===== config.mk =====
export PLATFORM = sky130hd
export DESIGN_NAME = mme
export DESIGN_NICKNAME = d
export VERILOG_FILES = /design/src/rtl/mme_pkg.sv /design/src/rtl/mmm.sv /design/src/rtl/mme.sv
export SDC_FILE = /design/constraint.sdc
export NUM_CORES = 2
export LEC_CHECK = 0
export CAP_MARGIN = 20
export CORE_MARGIN = 2
export CORE_UTILIZATION = 40
export CTS_BUF_LIST = sky130_fd_sc_hd__clkbuf_4 sky130_fd_sc_hd__clkbuf_8
export DETAILED_ROUTE_END_ITERATION = 16
export DONT_BUFFER_PORTS = 1
export GPL_TIMING_DRIVEN = 0
export MAX_ROUTING_LAYER = met4
export PLACE_DENSITY = 0.67
export SYNTH_ARGS = -nofsm -noshare
export SYNTH_HDL_FRONTEND = slang
export SYNTH_HIERARCHICAL = 1
export SYNTH_SLANG_ARGS = --single-unit

===== constraint.sdc =====
create_clock -name clk -period 22.8 [get_ports clk]
set_input_delay 5.7 -clock clk [delete_from_list [all_inputs] [get_ports clk]]
set_output_delay 5.7 -clock clk [all_outputs]
set_load 0.005 [all_outputs]

===== src/rtl/mme_pkg.sv =====
// rtl/mme_pkg.sv - shared FSM encoding and index-width helper for mme
package mme_pkg;

  typedef enum logic [2:0] {
    IDLE     = 3'd0,
    CONV_M   = 3'd1,
    CONV_ONE = 3'd2,
    SQR      = 3'd3,
    MUL      = 3'd4,
    FINAL    = 3'd5,
    DONE     = 3'd6
  } state_t;

  // Width of the exponent bit index; at least one bit so tiny N still builds.
  function automatic int idx_width(input int w);
    return (w > 2) ? $clog2(w) : 1;
  endfunction

endpackage


===== src/rtl/mmm.sv =====
// rtl/mmm.sv - Montgomery multiplier y = a*b*2^-N mod n with start/ready handshake
module mmm #(
  parameter int N = 32
) (
  input  logic         clk,
  input  logic         rn,
  input  logic         start,
  input  logic [N-1:0] a,
  input  logic [N-1:0] b,
  input  logic [N-1:0] n,
  output logic         ready,
  output logic [N-1:0] y
);

  // Radix-2 steps folded per clock; widths not divisible by 8 fall back to one step.
  localparam int K     = (N % 8 == 0) ? 8 : 1;
  localparam int STEPS = N / K;
  localparam int CW    = (STEPS > 1) ? $clog2(STEPS) : 1;

  logic [N-1:0]  a_q, b_q;
  logic [N:0]    t, t_step;
  logic [N+1:0]  sum;
  logic [N-1:0]  t_red;
  logic [CW-1:0] cnt;

  // K interleaved add/halve steps; t stays below 2n because n < 2^(N-1).
  always_comb begin
    t_step = t;
    sum    = '0;
    for (int k = 0; k < K; k++) begin
      sum = {1'b0, t_step} + (a_q[k] ? {2'b0, b_q} : '0);
      if (sum[0]) sum = sum + {2'b0, n};
      t_step = sum[N+1:1];
    end
    t_red = N'((t_step >= {1'b0, n}) ? t_step - {1'b0, n} : t_step);
  end

  // Latch operands on start, iterate STEPS cycles, publish reduced result.
  always_ff @(posedge clk or negedge rn) begin
    if (!rn) begin
      a_q   <= '0;
      b_q   <= '0;
      t     <= '0;
      cnt   <= '0;
      y     <= '0;
      ready <= 1'b1;
    end else if (ready) begin
      if (start) begin
        a_q   <= a;
        b_q   <= b;
        t     <= '0;
        cnt   <= '0;
        ready <= 1'b0;
      end
    end else begin
      t   <= t_step;
      a_q <= a_q >> K;
      cnt <= cnt + 1'b1;
      if (cnt == CW'(STEPS - 1)) begin
        y     <= t_red;
        ready <= 1'b1;
      end
    end
  end

endmodule


===== src/rtl/mme.sv =====
// rtl/mme.sv - modular exponentiation y = m^e mod n over one mmm (option: MME_SKIP_LZ_EN)
module mme
  import mme_pkg::*;
#(
  parameter int N = 32
) (
  input  logic         clk,
  input  logic         rn,
  input  logic         start,
  input  logic [N-1:0] m,
  input  logic [N-1:0] e,
  input  logic [N-1:0] n,
  input  logic [N-1:0] r2,
  output logic         ready,
  output logic [N-1:0] y
);

  localparam int IW = idx_width(N);
  localparam logic [N-1:0] ONE = N'(1);

  state_t        state, state_next;
  logic          waiting;
  logic [N-1:0]  m_q, e_q, r2_q, xb, acc, y_int;
  logic [IW-1:0] idx;
  logic          op_state, op_done;
  logic          mmm_start, mmm_ready;
  logic [N-1:0]  mmm_a, mmm_b, mmm_y;

  mmm #(.N(N)) u_mmm (
    .clk   (clk),
    .rn    (rn),
    .start (mmm_start),
    .a     (mmm_a),
    .b     (mmm_b),
    .n     (n),
    .ready (mmm_ready),
    .y     (mmm_y)
  );

`ifdef MME_SKIP_LZ_EN
  logic [IW-1:0] first_idx;
  // Highest set bit of the exponent; squarings above it would only square R mod n.
  always_comb begin
    first_idx = '0;
    for (int k = 0; k < N; k++) begin
      if (e_q[k]) first_idx = IW'(k);
    end
  end
`endif

  // Op states issue once, then wait for mmm; ready in the issue cycle is stale.
  assign op_state = (state == CONV_M) || (state == CONV_ONE) || (state == SQR) ||
                    (state == MUL) || (state == FINAL);
  assign op_done  = waiting && mmm_ready;

  // State register.
  always_ff @(posedge clk or negedge rn) begin
    if (!rn) state <= IDLE;
    else     state <= state_next;
  end

  // Next state (bit-index decision folded into capture edge), mmm operand mux and start pulse.
  always_comb begin
    state_next = state;
    mmm_a      = '0;
    mmm_b      = '0;
    mmm_start  = op_state && !waiting;
    case (state)
      IDLE:     if (start) state_next = CONV_M;
      CONV_M: begin
        mmm_a = m_q;
        mmm_b = r2_q;
        if (op_done) state_next = CONV_ONE;
      end
      CONV_ONE: begin
        mmm_a = ONE;
        mmm_b = r2_q;
`ifdef MME_SKIP_LZ_EN
        if (op_done) state_next = (e_q == '0) ? FINAL : SQR;
`else
        if (op_done) state_next = SQR;
`endif
      end
      SQR: begin
        mmm_a = acc;
        mmm_b = acc;
        if (op_done) state_next = e_q[idx] ? MUL : ((idx == '0) ? FINAL : SQR);
      end
      MUL: begin
        mmm_a = acc;
        mmm_b = xb;
        if (op_done) state_next = (idx == '0) ? FINAL : SQR;
      end
      FINAL: begin
        mmm_a = acc;
        mmm_b = ONE;
        if (op_done) state_next = DONE;
      end
      DONE:     state_next = IDLE;
      default:  state_next = IDLE;
    endcase
  end

  // Operand latch, issue/wait tracking, result capture and bit-index stepping.
  always_ff @(posedge clk or negedge rn) begin
    if (!rn) begin
      m_q     <= '0;
      e_q     <= '0;
      r2_q    <= '0;
      xb      <= '0;
      acc     <= '0;
      y_int   <= '0;
      idx     <= '0;
      waiting <= 1'b0;
      y       <= '0;
      ready   <= 1'b1;
    end else begin
      if (state == IDLE && start) begin
        m_q   <= m;
        e_q   <= e;
        r2_q  <= r2;
        ready <= 1'b0;
      end
      if (op_state) waiting <= !op_done;
      if (op_done) begin
        case (state)
          CONV_M: xb <= mmm_y;
          CONV_ONE: begin
            acc <= mmm_y;
`ifdef MME_SKIP_LZ_EN
            idx <= first_idx;
`else
            idx <= IW'(N - 1);
`endif
          end
          SQR: begin
            acc <= mmm_y;
            if (!e_q[idx] && idx != '0) idx <= idx - 1'b1;
          end
          MUL: begin
            acc <= mmm_y;
            if (idx != '0) idx <= idx - 1'b1;
          end
          FINAL:   y_int <= mmm_y;
          default: ;
        endcase
      end
      if (state == DONE) begin
        y     <= y_int;
        ready <= 1'b1;
      end
    end
  end

endmodule

# After elaboration in Yosys (flattened, before gate mapping)
# Cells that the tools add are included.
[word_totals]
register_bits = 366
wordCells = 125
out_inout_bits = 33
input_bits = 131
[classes]
addsub = 19
n_eq_ne = 16
n_lt_le_gt_ge = 2
bitwise_logic = 1
muxes = 44
reduce_logical = 26
[op_table]
columns = ["op", "n"]
rows = [
  ["$mux 32", 11],
  ["$add 33x34->34", 8],
  ["$add 34x32->34", 8],
  ["$mux 34", 8],
  ["$pmux 32 s4", 1],
  ["$pmux 32 s3", 1],
  ["$mux 33", 2],
  ["$ge 33x32->1", 1],
  ["$sub 32x32->32", 1],
  ["$mux 3", 8],
  ["$pmux 3 s6", 1],
  ["$pmux 5 s3", 1],
  ["$ne 2x2->1 const B", 7],
  ["$mux 5", 2],
  ["$reduce_and 2->1", 5],
  ["$eq 3x3->1 const B", 3],
  ["$eq 3x2->1 const B", 2],
  ["$lt 5x6->1 const B", 1],
  ["$mux 1", 6],
  ["$reduce_and 6->1", 1],
  ["$reduce_or 3->1", 2],
  ["$bmux 1 s5", 1],
  ["$logic_not 5->1", 1],
  ["$reduce_bool 5->1", 1],
  ["other kinds (15)", 25],
]

# Longest topological paths before layout
[logic_depth]
ltp_word = 27
mapped_depth = 127
ltp_nobuf = 124

# Modules after synthesis
# Netlist, hierarchy kept.
[modules_own_cells]
columns = ["mod", "area_per_inst_um2", "cells_per_inst", "seq_area_each_um2", "instances"]
rows = [
  ["mmm", 35997.0, 4778, 3304.4, 1],
  ["mme", 10565.1, 782, 5856.9, 1],
]

# Worst setup path after synthesis
# Ideal clock, no wire load.
[synth_path]
path_type = "input-to-reg"
startpoint = "input port n[0]"
endpoint = "register u_mmm.y[26]"
cell_stages = 116
path_slack_ns = -4.535
t_arrival_ns = 27.211
n_path_buf = 2
required_ns = 22.675
setup_time_ns = 0.125
cell_sequence = "clkbuf_1 nand2_1 fa_1 nor2b_1 o21ai_0 a21boi_0 o21ai_0 a21boi_0 o21ai_0 a21oi_1 nand2b_1 a21oi_1 ha_1 or3_1 o221a_2 a21oi_1 ha_1 a21oi_1 [80 not listed] or3_1 a31o_2 a31oi_1 nor2b_1 o21a_1 o21ai_0 xnor2_1 inv_1 ha_1 nand4_1 or4_1 nor3_1 a41oi_1 a21bo_2 nor3_4 buf_6 mux2i_1 mux2_2"
[synth_between]
elab_chain_cells = 25
word_cells_on_any_way = 26
cone_classes = "add/sub (16); order compare (1); mux (9)"
[synth_rtl]
columns = ["element", "line_no", "rtl"]
rows = [
  ["start: declaration", "mme.sv:12", "input logic [N-1:0] n,"],
  ["$add 34x32->34", "mmm.sv:32", "if (sum[0]) sum = sum + {2'b0, n};"],
  ["$mux 34", "mmm.sv:32", ""],
  ["$add 33x34->34", "mmm.sv:31", "sum = {1'b0, t_step} + (a_q[k] ? {2'b0, b_q} : '0);"],
  ["$add 34x32->34", "mmm.sv:32", ""],
  ["$mux 34", "mmm.sv:32", ""],
  ["$add 33x34->34", "mmm.sv:31", ""],
  ["$add 34x32->34", "mmm.sv:32", ""],
  ["$mux 34", "mmm.sv:32", ""],
  ["[9 not listed]", "n/a", ""],
  ["$add 33x34->34", "mmm.sv:31", ""],
  ["$add 34x32->34", "mmm.sv:32", ""],
  ["$mux 34", "mmm.sv:32", ""],
  ["$add 33x34->34", "mmm.sv:31", ""],
  ["$add 34x32->34", "mmm.sv:32", ""],
  ["$mux 34", "mmm.sv:32", ""],
  ["$sub 32x32->32 or $ge 33x32->1 (tied branches)", "mmm.sv:35", "t_red = N'((t_step >= {1'b0, n}) ? t_step - {1'b0, n} : t_step);"],
  ["$mux 32 (*)", "mmm.sv:35", ""],
  ["end signal: assignment", "mmm.sv:60", "y <= t_red;"],
  ["end: declaration", "mmm.sv:12", "output logic [N-1:0] y"],
]
# Mark *: on every way between the ends. The rest lies on a longest branch, timed or not.
# A chain may end at the register's enable or synchronous reset.

# Worst setup path after layout
# Ends and elaborated chain as after synthesis.

==> results.yml <==
die:
  rows: 125
  die_w_um: 345.2
  core_um2: 115900
  dieArea_um2: 119100
  io_pins: 164
  start_util_pct: 40.18
  fp.dieH_um: 345.2
critical_path:
  path_buf_inv: 13
  critPathTopFamily: "compound AO/OA/AOI/OAI gates"
  arrival_ps: 27130
  crit_path_frequent_cell: "ha_4"
  crit_path_start_kind: "primary input"
  slowest_delay_ps: 530
  required_ps: 23300
  critPathCaptureType: "register"
  critPathMaxFanout: 8
  path_class: "in2reg"
  slowest_stage: "or4_1"
sta:
  rsz0062_at_grt: "yes"
  tightest_slew_ps: 1322
  worst_slack_ps: -3833
  skew_ps: 25.05
  relSlewSlack_pct: 11.89
  finalCriticalPeriod_ps: 26630
  min_period_over_period_pct: 116.8
  setup_violations: 46
  fmax_ghz: 0.03755
  finalHoldViolCount: 0
  maxSlewViolCount: 0
job:
  drv_cap: 0
routing:
  detail_route.iter0.violations: 3703
  wl_um: 163000
  vias_per_cell: 5.900
  drc_errors: 0
  detail_route.wl_per_cell_um: 21.39
  drtAntennaViolNets: 0
  via_count: 44950
  firstDrtPassIters: 6
cts:
  root_buffer: "clkbuf_8"
  cts_buffer_depth: 3
  cts_hold_buf: 0
  cts_sinks: 366
  numCtsBuffers: 51
  h-tree-depth: 2
  cts_tree: "yes"
  path_clk_slew_ps: 70
  clk_latency_ps: 620
logic_synthesis:
  ys_seq_area_share_pct: 19.68
  synth.largest_area_cell: "dfrtp_1"
  syn_nets: 6291
  synth_top_area_share_pct: 19.56
  async_flop_share_pct: 100.0
  synth-seq-cells: 366
  synth_top_cells_by_area: "dfrtp_1 (20%), ha_1 (16%), mux2_2 (9.9%)"
  yosys_most_used_dff: "dfrtp_1"
  yosysUniqueCellTypes: 105
  syn_area_um2: 46560
  synth_edf_count: 0
  avgSynthCellArea_um2: 8.374
  synth_warnings: 6
  netlist_instances: 5560
global_route:
  grt-ovfl-total: 0
  antenna_found_initial: 12
  grt_use_total_pct: 25.74
  grt_first_pass_wirelength_um: 237900
  grt_pass1_vias: 43340
  grt_max_degree: 367
worst_hold_path:
  worst_hold_path_type: "reg2reg"
layout:
  area_delta_synth_final_pct: 26.57
  final_layout_size_suffix_gt1_share_pct: 29.99
  final_area_um2: 58930
  nets: 6776
status:
  violations: "setup timing"
  status: "finished with violations"
placement:
  place_area_um2: 49150
  gp_congestion: 0.9494
  portBuffers: 0
  dp_hpwl_um: 122900
## metrics by stage
stage	setup TNS (ps)	setup slack, ps	hold WS [ps]	std cells	utilization (%)
floorplan	-94120	-2835	453.0	5560	-
global placement	-387010	-8390	467.4	7084	42.41
detailed placement	-400270	-8631	476.7	7084	42.41
CTS	-115600	-3323	494.5	7463	47.62
global route	-166080	-4475	512.9	7615	50.84
finish	-136180	-3833	491.4	7619	50.85
## cell usage after synthesis, types with 63 or more instances
library cell and n:
ha_1 583, a21oi_1 453, nand2_1 423, mux2_2 408
dfrtp_1 364, o21ai_0 360, nor2_1 337, xnor2_1 297
and2_1 285, inv_1 244, a21o_1 210, xor2_1 144
clkbuf_1 126, nand3_1 86, o21a_1 85, nand2b_1 79
nor2b_1 79, mux2i_1 77, nor3_1 69, o21bai_1 68
a22o_1 63
## cells in the final DEF, fill, tap and decap left out, types with 52 or more instances in the layout
master	netlist	routed
a21o_1	210	209
a21oi_1	453	308
a21oi_2	2	121
a22o_1	63	63
and2_1	285	276
buf_4	3	416
clkbuf_1	126	111
clkbuf_8	2	67
dfrtp_1	364	364
ha_1	583	417
ha_4	0	127
inv_1	244	223
mux2_2	408	386
mux2i_1	77	67
nand2_1	423	398
nand2b_1	79	74
nand3_1	86	70
nor2_1	337	293
nor2b_1	79	67
o21a_1	85	83
o21ai_0	360	246
o21ai_1	38	93
o21ai_2	1	52
o21bai_1	68	62
xnor2_1	297	236
xor2_1	144	114
## timing repair
action | 4_1_cts | 5_1_grt
pin swaps | 346 | 354
hold endpoints to repair | 0 | 0
setup endpoints to repair | 65 | 54
setup buffers | 290 | 147
cloned | 1 | 0
resized for setup | 555 | 506
## worst register-to-register path: cells and delay by family (launching register included)
family / cells / cell delay [ps]
and+or+nand+nor: 28 / 4500
AOI/OAI and AO/OA: 42 / 8150
muxes: 5 / 1330
xor gates and xnor gates: 16 / 2810
adders and majority gates: 18 / 5830
DFF: 1 / 540
buffers and inverters: 6 / 930
## routing by layer
| metal | global-route usage, % | vias up | share of wire [%] |
|---|---|---|---|
| met3 | 1.707 | 378 | 5.5 |
| met2 | 42.24 | 1584 | 46 |
| li1 | - | 21250 | - |
| met4 | 11.48 | 0 | 5.7 |
| met1 | 32.61 | 21740 | 43 |
| met5 | - | - | 0 |
## final timing paths
path,depth (start not counted),slack [ps],endpoint,from
setup / recovery,116,-3830,u_mmm/y[26],n[0]
setup reg to reg,115,-1420,u_mmm/y[26],u_mmm/a_q[0]
hold reg to reg,2,490,u_mmm/t[9],u_mmm/t[9]
min in group asynchronous,0,4770,acc[29],rn
max in group asynchronous,0,16950,xb[12],rn
hold / removal,2,490,u_mmm/t[9],u_mmm/t[9]
## cell families (layout without fill, tap and decap cells)
group | after synthesis | after routing | synth area share (%)
fa+ha+maj | 600 | 600 | 16.40
buf+inv | 411 | 936 | 3.507
compound gates | 1723 | 1723 | 23.99
other cells | 0 | 10 | 0
xor+xnor | 442 | 442 | 8.344
flops | 366 | 366 | 19.68
simple gates | 1526 | 1526 | 16.30
mux | 492 | 492 | 11.79
## flip-flops by register name, summed over array words and instances, names as in the netlist
signal / count
u_mmm/t: 33
acc: 32
e_q: 32
m_q: 32
r2_q: 32
u_mmm/a_q: 32
u_mmm/b_q: 32
u_mmm/y: 32
xb: 32
y: 32
y_int: 32
idx: 5
state: 3
u_mmm/cnt: 2
ready: 1
u_mmm/ready: 1
waiting: 1
## final cells by class
| cell class | instances | area [um2] |
|---|---|---|
| Fill cell | 10380 | 56960 |
| Multi-Input combinational cell | 4783 | 41610 |
| Sequential cell | 366 | 9161 |
| Timing Repair Buffer | 438 | 3390 |
| Tap cell | 1524 | 1907 |
| Clock buffer | 81 | 1008 |
| Inverter | 246 | 937.1 |
| Buffer | 159 | 763.2 |
| Clock inverter | 12 | 127.6 |
| Antenna cell | 10 | 25.02 |
Power is left out: the tool's default activity adds up to more than one toggle a clock period on the data nets, which glitch-free logic cannot reach.
